`src/rtl/alu_mdu_seq_if.sv`:
```
`default_nettype none
// ============================================================================
// Module   : alu_mdu_seq_if
// Brief    : Request/response handshake bundle between decode, the
//            alu_mdu_seq execution unit and writeback.
// Revision : 1.0 - initial release
// ============================================================================
interface alu_mdu_seq_if #(
    parameter int XLEN = 32
);
    logic            in_valid;
    logic            in_ready;
    logic [4:0]      op;
    logic [XLEN-1:0] op1;
    logic [XLEN-1:0] op2;
    logic            out_valid;
    logic            out_ready;
    logic [XLEN-1:0] res;

    modport master (
        output in_valid, op, op1, op2, out_ready,
        input  in_ready, out_valid, res
    );

    modport slave (
        input  in_valid, op, op1, op2, out_ready,
        output in_ready, out_valid, res
    );
endinterface
`default_nettype wire

```
`src/rtl/alu_mdu_seq.sv`:
```
`default_nettype none
// ============================================================================
// Module   : alu_mdu_seq
// Brief    : Handshaked RV32/RV64 ALU with iterative radix-2 M-extension.
// Revision : 1.0 - initial release
// ============================================================================
module alu_mdu_seq #(
    parameter int XLEN = 32
) (
    input  wire logic    clk,
    input  wire logic    rst,
    alu_mdu_seq_if.slave bus
);
    localparam int              SHW      = $clog2(XLEN);
    localparam logic [1:0]      S_IDLE   = 2'd0;
    localparam logic [1:0]      S_MUL    = 2'd1;
    localparam logic [1:0]      S_DIV    = 2'd2;
    localparam logic [1:0]      S_DONE   = 2'd3;
    localparam logic [XLEN-1:0] ONES     = {XLEN{1'b1}};
    localparam logic [XLEN-1:0] MIN_NEG  = {1'b1, {(XLEN-1){1'b0}}};
    localparam logic [SHW-1:0]  CNT_LAST = SHW'(XLEN-1);

    logic [1:0]        state_q, state_d;
    logic [2*XLEN-1:0] acc_q, acc_d;
    logic [XLEN-1:0]   opnd_q, opnd_d;
    logic [SHW-1:0]    cnt_q, cnt_d;
    logic              neg_q, neg_d;
    logic              rneg_q, rneg_d;
    logic [1:0]        sel_q, sel_d;
    logic [XLEN-1:0]   res_q, res_d;

    logic              w_accept, w_is_mul, w_is_div, w_fast, w_last;
    logic              w_s1, w_s2, w_sign1, w_sign2;
    logic [XLEN-1:0]   w_abs1, w_abs2, w_alu, w_fast_res, w_quick;
    logic [SHW-1:0]    w_shamt;
    logic [XLEN:0]     w_msum, w_dshift, w_ddiff;
    logic [2*XLEN-1:0] w_mnext, w_mfix;
    logic [XLEN-1:0]   w_mres, w_rnew, w_qnew, w_dres;

    assign w_accept = bus.in_valid && (state_q == S_IDLE);
    assign w_is_mul = (bus.op[4:2] == 3'b100);
    assign w_is_div = (bus.op[4:2] == 3'b101);
    assign w_last   = (cnt_q == CNT_LAST);
    assign w_shamt  = bus.op2[SHW-1:0];

    // Which operands are treated as signed: op1 for MUL/MULH/MULHSU/DIV/REM, op2 for MUL/MULH/DIV/REM
    assign w_s1    = (w_is_mul && bus.op[1:0] != 2'b11) || (w_is_div && !bus.op[0]);
    assign w_s2    = (w_is_mul && !bus.op[1]) || (w_is_div && !bus.op[0]);
    assign w_sign1 = w_s1 && bus.op1[XLEN-1];
    assign w_sign2 = w_s2 && bus.op2[XLEN-1];
    assign w_abs1  = w_sign1 ? -bus.op1 : bus.op1;
    assign w_abs2  = w_sign2 ? -bus.op2 : bus.op2;

    always_comb begin
        w_alu = '0;
        case (bus.op)
            5'b00000: w_alu = bus.op1 + bus.op2;
            5'b00001: w_alu = bus.op1 - bus.op2;
            5'b00010: w_alu = bus.op1 & bus.op2;
            5'b00011: w_alu = bus.op1 | bus.op2;
            5'b00100: w_alu = bus.op1 ^ bus.op2;
            5'b00101: w_alu = bus.op1 << w_shamt;
            5'b00110: w_alu = bus.op1 >> w_shamt;
            5'b00111: w_alu = {{(XLEN-1){1'b0}}, ($signed(bus.op1) < $signed(bus.op2))};
            5'b01000: w_alu = {{(XLEN-1){1'b0}}, (bus.op1 < bus.op2)};
            5'b01001: w_alu = $signed(bus.op1) >>> w_shamt;
            5'b01111: w_alu = bus.op1;
            default:  w_alu = '0;
        endcase
    end

    // Divide-by-zero and signed overflow resolve without iterating
    always_comb begin
        w_fast     = 1'b0;
        w_fast_res = '0;
        if (w_is_div && bus.op2 == '0) begin
            w_fast     = 1'b1;
            w_fast_res = bus.op[1] ? bus.op1 : ONES;
        end else if (w_is_div && !bus.op[0] && bus.op1 == MIN_NEG && bus.op2 == ONES) begin
            w_fast     = 1'b1;
            w_fast_res = bus.op[1] ? '0 : bus.op1;
        end
    end
    assign w_quick = w_fast ? w_fast_res : w_alu;

    // Shift-add step: acc = {partial_hi, remaining multiplier bits}
    assign w_msum  = {1'b0, acc_q[2*XLEN-1:XLEN]} + (acc_q[0] ? {1'b0, opnd_q} : {(XLEN+1){1'b0}});
    assign w_mnext = {w_msum, acc_q[XLEN-1:1]};
    assign w_mfix  = neg_q ? -w_mnext : w_mnext;
    assign w_mres  = (sel_q == 2'b00) ? w_mfix[XLEN-1:0] : w_mfix[2*XLEN-1:XLEN];

    // Restoring step: acc = {partial remainder, dividend/quotient shift register}
    assign w_dshift = {acc_q[2*XLEN-1:XLEN], acc_q[XLEN-1]};
    assign w_ddiff  = w_dshift - {1'b0, opnd_q};
    assign w_rnew   = w_ddiff[XLEN] ? w_dshift[XLEN-1:0] : w_ddiff[XLEN-1:0];
    assign w_qnew   = {acc_q[XLEN-2:0], ~w_ddiff[XLEN]};
    assign w_dres   = sel_q[1] ? (rneg_q ? -w_rnew : w_rnew) : (neg_q ? -w_qnew : w_qnew);

    always_ff @(posedge clk) begin
        if (rst) state_q <= S_IDLE;
        else     state_q <= state_d;
    end

    always_comb begin
        state_d = state_q;
        case (state_q)
            S_IDLE: if (w_accept) begin
                if (w_is_mul)                 state_d = S_MUL;
                else if (w_is_div && !w_fast) state_d = S_DIV;
                else                          state_d = S_DONE;
            end
            S_MUL:   if (w_last) state_d = S_DONE;
            S_DIV:   if (w_last) state_d = S_DONE;
            default: if (bus.out_ready) state_d = S_IDLE;
        endcase
    end

    always_comb begin
        bus.in_ready  = (state_q == S_IDLE);
        bus.out_valid = (state_q == S_DONE);
    end
    assign bus.res = res_q;

    always_comb begin
        acc_d  = acc_q;
        opnd_d = opnd_q;
        cnt_d  = cnt_q;
        neg_d  = neg_q;
        rneg_d = rneg_q;
        sel_d  = sel_q;
        res_d  = res_q;
        case (state_q)
            S_IDLE: if (w_accept) begin
                cnt_d  = '0;
                sel_d  = bus.op[1:0];
                neg_d  = w_sign1 ^ w_sign2;
                rneg_d = w_sign1;
                if (w_is_mul) begin
                    acc_d  = {{XLEN{1'b0}}, w_abs2};
                    opnd_d = w_abs1;
                end else if (w_is_div && !w_fast) begin
                    acc_d  = {{XLEN{1'b0}}, w_abs1};
                    opnd_d = w_abs2;
                end else begin
                    res_d  = w_quick;
                end
            end
            S_MUL: begin
                acc_d = w_mnext;
                cnt_d = cnt_q + 1'b1;
                if (w_last) res_d = w_mres;
            end
            S_DIV: begin
                acc_d = {w_rnew, w_qnew};
                cnt_d = cnt_q + 1'b1;
                if (w_last) res_d = w_dres;
            end
            default: ;
        endcase
    end

    always_ff @(posedge clk) begin
        if (rst) begin
            acc_q  <= '0;
            opnd_q <= '0;
            cnt_q  <= '0;
            neg_q  <= 1'b0;
            rneg_q <= 1'b0;
            sel_q  <= '0;
            res_q  <= '0;
        end else begin
            acc_q  <= acc_d;
            opnd_q <= opnd_d;
            cnt_q  <= cnt_d;
            neg_q  <= neg_d;
            rneg_q <= rneg_d;
            sel_q  <= sel_d;
            res_q  <= res_d;
        end
    end
endmodule
`default_nettype wire

```
`src/flat_wrapper.sv`:
```
// flat-port wrapper written by rule: the top's interface ports become plain ports
module alu_mdu_seq_flat 
#(
    parameter int XLEN = 32
)
  (clk, rst, bus_in_valid, bus_op, bus_op1, bus_op2, bus_out_ready, bus_in_ready, bus_out_valid, bus_res);
  alu_mdu_seq_if #(.XLEN(XLEN)) bus_i ();
  input  wire logic clk;
  input  wire logic rst;
  input wire logic [$bits(bus_i.in_valid)-1:0] bus_in_valid;
  input wire logic [$bits(bus_i.op)-1:0] bus_op;
  input wire logic [$bits(bus_i.op1)-1:0] bus_op1;
  input wire logic [$bits(bus_i.op2)-1:0] bus_op2;
  input wire logic [$bits(bus_i.out_ready)-1:0] bus_out_ready;
  output wire logic [$bits(bus_i.in_ready)-1:0] bus_in_ready;
  output wire logic [$bits(bus_i.out_valid)-1:0] bus_out_valid;
  output wire logic [$bits(bus_i.res)-1:0] bus_res;
  assign bus_i.in_valid = bus_in_valid;
  assign bus_i.op = bus_op;
  assign bus_i.op1 = bus_op1;
  assign bus_i.op2 = bus_op2;
  assign bus_i.out_ready = bus_out_ready;
  assign bus_in_ready = bus_i.in_ready;
  assign bus_out_valid = bus_i.out_valid;
  assign bus_res = bus_i.res;
  alu_mdu_seq #(.XLEN(XLEN)) u_core (.clk(clk), .rst(rst), .bus(bus_i));
endmodule
```
`config.mk`:
```
export PLATFORM = sky130hd
export DESIGN_NAME = alu_mdu_seq_flat
export DESIGN_NICKNAME = d
export VERILOG_FILES = /design/src/rtl/alu_mdu_seq_if.sv /design/src/rtl/alu_mdu_seq.sv /design/src/flat_wrapper.sv
export SDC_FILE = /design/constraint.sdc
export NUM_CORES = 1
export LEC_CHECK = 0
export ABC_CLOCK_PERIOD_IN_PS = 6300
export CELL_PAD_IN_SITES_DETAIL_PLACEMENT = 2
export CELL_PAD_IN_SITES_GLOBAL_PLACEMENT = 2
export CORE_MARGIN = 8
export CORE_UTILIZATION = 37
export CTS_CLUSTER_SIZE = 12
export DETAILED_ROUTE_END_ITERATION = 8
export GPL_TIMING_DRIVEN = 0
export HOLD_SLACK_MARGIN = 0.15
export PLACE_DENSITY_LB_ADDON = 0.12
export SYNTH_ARGS = -nofsm -noshare
export SYNTH_HDL_FRONTEND = slang
export SYNTH_SLANG_ARGS = --single-unit
export TNS_END_PERCENT = 100
```
`constraint.sdc`:
```
create_clock -name clk -period 6.3 [get_ports clk]
set_input_delay 0.945 -clock clk [delete_from_list [all_inputs] [get_ports clk]]
set_output_delay 0.945 -clock clk [all_outputs]
set_load 0.005 [all_outputs]
```
==> impl_metrics.env, run 1 <==
export IMPL_fillCellCount=7903
export IMPL_wl_per_cell_um=41.2
export IMPL_placementRows=95
export IMPL_grt_antenna_before_repair=16
export IMPL_crit_type="in2reg"
export IMPL_cp_data_required_time_ps=6610
export IMPL_hold_ws_ps=464
export IMPL_drive_gt1_share_pct=7.42
export IMPL_ys_types=105
export IMPL_overall_overflow_remaining_after_global_route=0
export IMPL_dr_pass1_iters=6
export IMPL_grt_met2_usage_pct=74.8
export IMPL_cp_end_kind="flip-flop"
export IMPL_seqPwrFrac_pct=12.2
export IMPL_total_power_mw=11.0
export IMPL_synth_largest_type_area_fraction_pct=11.1
export IMPL_post_layout_net_count=4037
export IMPL_multi_input_comb_area_um2=20700
export IMPL_drt_vias_per_instance=7.47
export IMPL_numClockSinks=139
export IMPL_timing_critical_path_fanout_max=9
export IMPL_die_height_um=276
export IMPL_synthesis_instances=3643
export IMPL_worst_setup_hold_path_clk_slew_ps=80
export IMPL_clock_fmax_mhz=156
export IMPL_groute_layer_met1_usage_pct=51.9
export IMPL_finClkSkew_ps=21.4
export IMPL_grt_start_max_net_pins=19
export IMPL_grt_busiest_layer="met2"
export IMPL_number_of_synthesized_flops_with_an_enable_pin=0
export IMPL_final_critical_path_required_period_ps=6420
export IMPL_drc=0
export IMPL_dieWidth_um=276
export IMPL_ant_nets=0
export IMPL_report_final_setup_viol=14
export IMPL_design_core_area_um2=67200
export IMPL_synth_cells_most_frequent="sky130_fd_sc_hd__nand2_1, sky130_fd_sc_hd__nor2_1, sky130_fd_sc_hd__a21oi_1"
export IMPL_grt_pass1_vias=36233
export IMPL_cts_path_max_buffers=2
export IMPL_cts_made_buffers=17
export IMPL_grt_pass1_wl_um=270000
export IMPL_maxCapViolations=5
export IMPL_tritoncts_clock_tree="built"
export IMPL_pwr_share_comb_pct=77.7
export IMPL_yosys_cell_count_top_type="sky130_fd_sc_hd__nand2_1"
export IMPL_irDropWorstVdd_mv=0.196
export IMPL_yosys_area_top_type="sky130_fd_sc_hd__dfxtp_1"
export IMPL_vias=34993
export IMPL_power_density_nw_per_um2=387
export IMPL_final_max_slew_violation_count=10
export IMPL_p_sw_share_pct=63.5
export IMPL_drtIter0Drc=4285
export IMPL_hold_viol=0
export IMPL_synthesis_nets=3892
export IMPL_die_area_um2=76400
export IMPL_async_flop_share_pct=0
export IMPL_max_slew_margin_rel_pct=-42.2
export IMPL_ios=107
export IMPL_timing_critical_path_arrival_ps=6730
export IMPL_post_route_worst_setup_slack_ps=-121
export IMPL_timing_hold_worst_class="reg2reg"
export IMPL_rsz0062_at_grt="true"
export IMPL_failed_checks="capacitance limit, slew limit, setup timing"
export IMPL_port_buffers=106
export IMPL_power_leakage_nw=10.9
export IMPL_seqCellArea_um2=2790
export IMPL_area_growth_syn_to_fin_pct=13.5
export IMPL_htreeDepth=4
export IMPL_finalWeightedCongestion=1.10
export IMPL_run_status="complete, but fails checks"
export IMPL_synthesis_yosys_warnings=0
export IMPL_hpwlAfterDp_um=148000
export IMPL_cts_root_buffer_cell="sky130_fd_sc_hd__clkbuf_16"
export IMPL_syn_area_um2=25100
export IMPL_ff2ff_setup_slack_ps=-100
export IMPL_insertion_delay_ps=480
export IMPL_timing_critical_path_from_type="input pin"
export IMPL_clockPowerShare_pct=10.1
export IMPL_seq_area_frac_synth_pct=11.1
export IMPL_cell_internal_power_dissipation_mw=4.02
export IMPL_gr_usage_met3_pct=11.6
export IMPL_ys_seq_elements=139
export IMPL_net_switching_power_mw=7.00
export IMPL_tightestPinTransition_ps=2110
export IMPL_netlist_top_cells_area="sky130_fd_sc_hd__dfxtp_1, sky130_fd_sc_hd__ha_1, sky130_fd_sc_hd__nand2_1"
export IMPL_post_synth_cell_area_avg_um2=6.88
export IMPL_yosys_most_used_dff="sky130_fd_sc_hd__dfxtp_1"
export IMPL_fin_crit_sh_pct=102
export IMPL_gr_usage_all_layers_pct=47.7
export IMPL_wl_um=193000
export IMPL_start_util_pct=37.3
## path summary, 6_finish.rpt
kind / from / to / depth (start not counted)
hold reg to reg: u_core.opnd_q[17] / u_core.opnd_q[17] / 2
setup / recovery: bus_op1[0] / u_core.bus.res[20] / 13
hold / removal: u_core.opnd_q[17] / u_core.opnd_q[17] / 2
setup reg to reg: u_core.acc_q[31] / u_core.bus.res[6] / 20
## logic make-up (layout without fill, tap and decap cells)
logic type | count (synthesis) | after routing | share of synthesized area [%]
AO/OA/AOI/OAI | 1268 | 1268 | 34.3
XOR/XNOR | 219 | 219 | 7.68
adder cells (fa/ha/maj) | 176 | 176 | 8.90
buffers and inverters | 465 | 623 | 7.71
flip-flops | 139 | 139 | 11.1
multiplexers | 114 | 114 | 6.96
other | 0 | 10 | 0
AND/OR/NAND/NOR | 1262 | 1262 | 23.3
## per-layer routing
metal / wire length [um] / vias up / part of all wire, %
met5: 95 / - / 0.049
met4: 24700 / 14 / 13
met3: 19000 / 1119 / 9.9
met2: 82800 / 2697 / 43
met1: 66400 / 17378 / 34
li1: - / 13785 / -
## power by group through the flow
stage / logic (mW) / registers (mW) / clock network [mW]
floorplan: 4.27 / 1.20 / 0
global placement: 7.12 / 1.30 / 0
detailed placement: 7.51 / 1.32 / 0
CTS: 7.83 / 1.31 / 1.09
global route: 8.55 / 1.33 / 1.12
finish: 8.56 / 1.35 / 1.11
## critical path: stages
cell	delay, ps
sky130_fd_sc_hd__clkdlybuf4s50_1	500
sky130_fd_sc_hd__clkbuf_1	480
sky130_fd_sc_hd__inv_1	480
sky130_fd_sc_hd__ha_1	250
sky130_fd_sc_hd__nor2b_1	550
sky130_fd_sc_hd__nand4_1	410
sky130_fd_sc_hd__nor4_2	720
sky130_fd_sc_hd__nor3_4	170
sky130_fd_sc_hd__o21ai_1	260
sky130_fd_sc_hd__o211a_1	370
sky130_fd_sc_hd__nand3_1	380
sky130_fd_sc_hd__a2111oi_1	970
sky130_fd_sc_hd__a2111oi_1	190
## repair_timing
item,in CTS,in global routing
endpoints found under the setup margin,128,53
pin swaps,1,2
hold endpoints to repair,0,0
hold buffers,0,0
resized for setup,69,44
setup buffers,5,5
## state kept, by name (all words and copies together), names as in the netlist
signal / flops
u_core.cnt_q: 5
u_core.opnd_q: 32
u_core.sel_q: 2
u_core.acc_q: 64
u_core.rneg_q: 1
u_core.state_q: 2
u_core.bus.res: 32
u_core.neg_q: 1
## through the flow
| stage | setup WS (ps) | instances | util, % | area, um^2 | TNS, ps |
|---|---|---|---|---|---|
| 5_1_grt | -22.3 | 4674 | 42.3 | 28400 | -22.3 |
| 4_1_cts | 18.1 | 4663 | 42.0 | 28200 | 0 |
| 6_report | -121 | 4684 | 42.4 | 28500 | -690 |
| 2_1_floorplan | 1290 | 3643 | - | 25100 | 0 |
| 3_3_place_gp | -3240 | 4622 | 40.5 | 27200 | -133760 |
| 3_5_place_dp | -2270 | 4629 | 40.7 | 27300 | -153650 |
## cell type report
class | count | area share, %
Antenna cell | 10 | 0.0879
Clock buffer | 17 | 1.50
Inverter | 158 | 2.15
Tap cell | 873 | 3.84
Multi-Input combinational cell | 3039 | 72.7
Sequential cell | 139 | 9.79
Timing Repair Buffer | 130 | 4.50
Buffer | 303 | 4.81
Clock inverter | 15 | 0.664
## cells in the final DEF, fill, tap and decap left out, types with 69 or more instances in the layout
cell type	n
sky130_fd_sc_hd__a21oi_1	307
sky130_fd_sc_hd__clkbuf_1	232
sky130_fd_sc_hd__clkdlybuf4s50_1	106
sky130_fd_sc_hd__dfxtp_1	137
sky130_fd_sc_hd__ha_1	172
sky130_fd_sc_hd__inv_1	149
sky130_fd_sc_hd__nand2_1	466
sky130_fd_sc_hd__nand3_1	73
sky130_fd_sc_hd__nor2_1	357
sky130_fd_sc_hd__o211ai_1	69
sky130_fd_sc_hd__o21ai_0	226
sky130_fd_sc_hd__xnor2_1	150
Note: power is estimated with default switching activity, not from simulation.
==> inputs of run 2 (changes only) <==
- ABC_CLOCK_PERIOD_IN_PS: 6300 -> 7350
- TNS_END_PERCENT: 100 -> 30
- clock period: 6.3 -> 7.35 ns (I/O delays scaled with it)
==> run 2 against run 1 <==
  * The flow still finishes with violations (capacitance limit, slew limit, setup timing)
  * Via count down 0.84%
  * Sequential cell count unchanged
  * Wire length down 1.5%
  * Critical path type unchanged
==> impl_metrics.env, run 2 (same netlist as run 1, synthesis figures left out) <==
export IMPL_run_status="complete, but fails checks"
export IMPL_failed_checks="capacitance limit, slew limit, setup timing"
export IMPL_worst_setup_hold_path_clk_slew_ps=80
export IMPL_hold_ws_ps=468
export IMPL_report_final_setup_viol=7
export IMPL_area_growth_syn_to_fin_pct=12.1
export IMPL_wl_um=190000
export IMPL_port_buffers=106
export IMPL_timing_critical_path_fanout_max=11
export IMPL_ant_nets=0
export IMPL_drt_vias_per_instance=7.42
export IMPL_grt_start_max_net_pins=21
export IMPL_timing_critical_path_from_type="input pin"
export IMPL_power_density_nw_per_um2=329
export IMPL_timing_critical_path_slowest_cell_delay_ps=930
export IMPL_dp_cells=4629
export IMPL_tightestPinTransition_ps=1750
export IMPL_ordered_list_of_cells_on_the_worst_path="clkdlybuf4s50_1 > inv_1 > clkbuf_1 > buf_1 > ha_1 > inv_1 > a21oi_1 > o21ai_0 > a311o_1 > a211oi_1 > o31ai_2 > a21boi_0 > o211ai_1 > a22o_1 > o21ai_0 > a211oi_1"
export IMPL_drive_gt1_share_pct=5.72
export IMPL_max_reg_flops=64
export IMPL_tritoncts_clock_tree="built"
export IMPL_fillCellCount=7936
export IMPL_wl_per_cell_um=40.6
export IMPL_fin_crit_sh_pct=102
export IMPL_final_max_slew_violation_count=4
export IMPL_regMostFlops="u_core.acc_q"
export IMPL_insertion_delay_ps=470
export IMPL_crit_type="in2reg"
export IMPL_final_critical_path_required_period_ps=7500
export IMPL_finClkSkew_ps=17.9
export IMPL_dieWidth_um=276
export IMPL_irDropWorstVdd_mv=0.190
export IMPL_cp_data_required_time_ps=7660
export IMPL_grt_antenna_before_repair=13
export IMPL_clock_fmax_mhz=133
export IMPL_post_layout_net_count=4031
export IMPL_post_route_worst_setup_slack_ps=-148
export IMPL_maxCapViolations=2
export IMPL_vias=34700
export IMPL_cts_root_buffer_cell="sky130_fd_sc_hd__clkbuf_16"
export IMPL_mostFrequentLayoutCell="sky130_fd_sc_hd__nand2_1"
export IMPL_numClockSinks=139
export IMPL_ios=107
export IMPL_finish_cell_count_without_fillers=4678
export IMPL_power_leakage_nw=10.7
export IMPL_grt_pass1_wl_um=269000
export IMPL_regToRegStartpoint="u_core.acc_q[31]"
export IMPL_design_core_area_um2=67200
export IMPL_placementRows=95
export IMPL_die_area_um2=76400
export IMPL_dr_pass1_iters=6
export IMPL_cp_startpoint="bus_op2[3]"
export IMPL_drc=0
export IMPL_worstHoldStart="u_core.opnd_q[17]"
export IMPL_setup_total_negative_slack_ps=-531
export IMPL_die_height_um=276
export IMPL_cts_path_max_buffers=2
export IMPL_overall_overflow_remaining_after_global_route=0
export IMPL_htreeDepth=4
export IMPL_cp_end_kind="flip-flop"
export IMPL_finalWeightedCongestion=1.10
export IMPL_rsz0062_at_grt="true"
export IMPL_start_util_pct=37.3
export IMPL_cts_made_buffers=17
export IMPL_hold_viol=0
export IMPL_hpwlAfterDp_um=148000
export IMPL_max_slew_margin_rel_pct=-18.0
export IMPL_gr_usage_all_layers_pct=47.4
export IMPL_drtIter0Drc=3930
export IMPL_cp_slowest_cell="sky130_fd_sc_hd__buf_1"
export IMPL_timing_hold_worst_class="reg2reg"
export IMPL_timing_critical_path_arrival_ps=7810
export IMPL_grt_pass1_vias=36112
export IMPL_final_cell_mix="sky130_fd_sc_hd__nand2_1, sky130_fd_sc_hd__nor2_1, sky130_fd_sc_hd__a21oi_1"
[run 2: cell types whose count changed in the layout (fill, tap and decap cells not counted), sizes merged]
| cell | change |
|---|---|
| buf | -7 |
| clkinvlp | -4 |
| inv | +3 |
| clkinv | +1 |
| clkbuf | +1 |
[run 2: final timing paths]
kind	depth (start not counted)	to	slack, ps
min reg2reg	2	u_core.opnd_q[17]	470
max	16	u_core.bus.res[27]	-150
max reg2reg	21	u_core.bus.res[6]	80
min	2	u_core.opnd_q[17]	470
[run 2: timing repair]
item	4_1_cts	5_1_grt
hold buffers	0	0
gates cloned	0	0
gates resized for setup	13	11
setup endpoints to repair	60	10
setup buffers	0	0
[run 2: critical path: cells and delay by family]
family	cells	cell delay (ps)
AOI/OAI and AO/OA	10	3650
buffers and inverters	5	2710
adders and majority gates	1	310
[run 2: layer usage]
metal | global-route usage [%] | vias to the layer above | wire, um
li1 | - | 13774 | -
met1 | 51.5 | 17222 | 65900
met2 | 74.2 | 2646 | 82100
met3 | 11.8 | 1046 | 17900
met4 | 47.1 | 12 | 24200
met5 | 0 | - | 83
[run 2: cell type report]
type	instances	area [um^2]	share of cell area (%)
tap	873	1090	3.89
multi-input combinational	3039	20500	72.8
antenna	10	25.0	0.0890
clock inverter	15	189	0.672
inverter	158	596	2.12
sequential	139	2780	9.90
clock buffer	17	425	1.51
timing repair buffer	121	1200	4.26
buffer	306	1350	4.80
[run 2: where the power goes]
part	switching [mW]	leakage [nW]	internal, mW
Clock	0.479	0.299	0.466
Sequential	0.220	1.13	0.924
Combinational	5.18	9.32	1.98
Total	5.88	10.7	3.37
[run 2: metrics by stage]
stage	utilization, %	total power, mW	area (um^2)	worst slack [ps]
after floorplan	-	4.69	25100	2180
after global placement	40.5	7.22	27200	-2350
after detailed placement	40.7	7.57	27300	-1380
after CTS	41.6	8.68	28000	78.4
after global routing	41.8	9.24	28100	-54.4
final	41.9	9.24	28100	-148
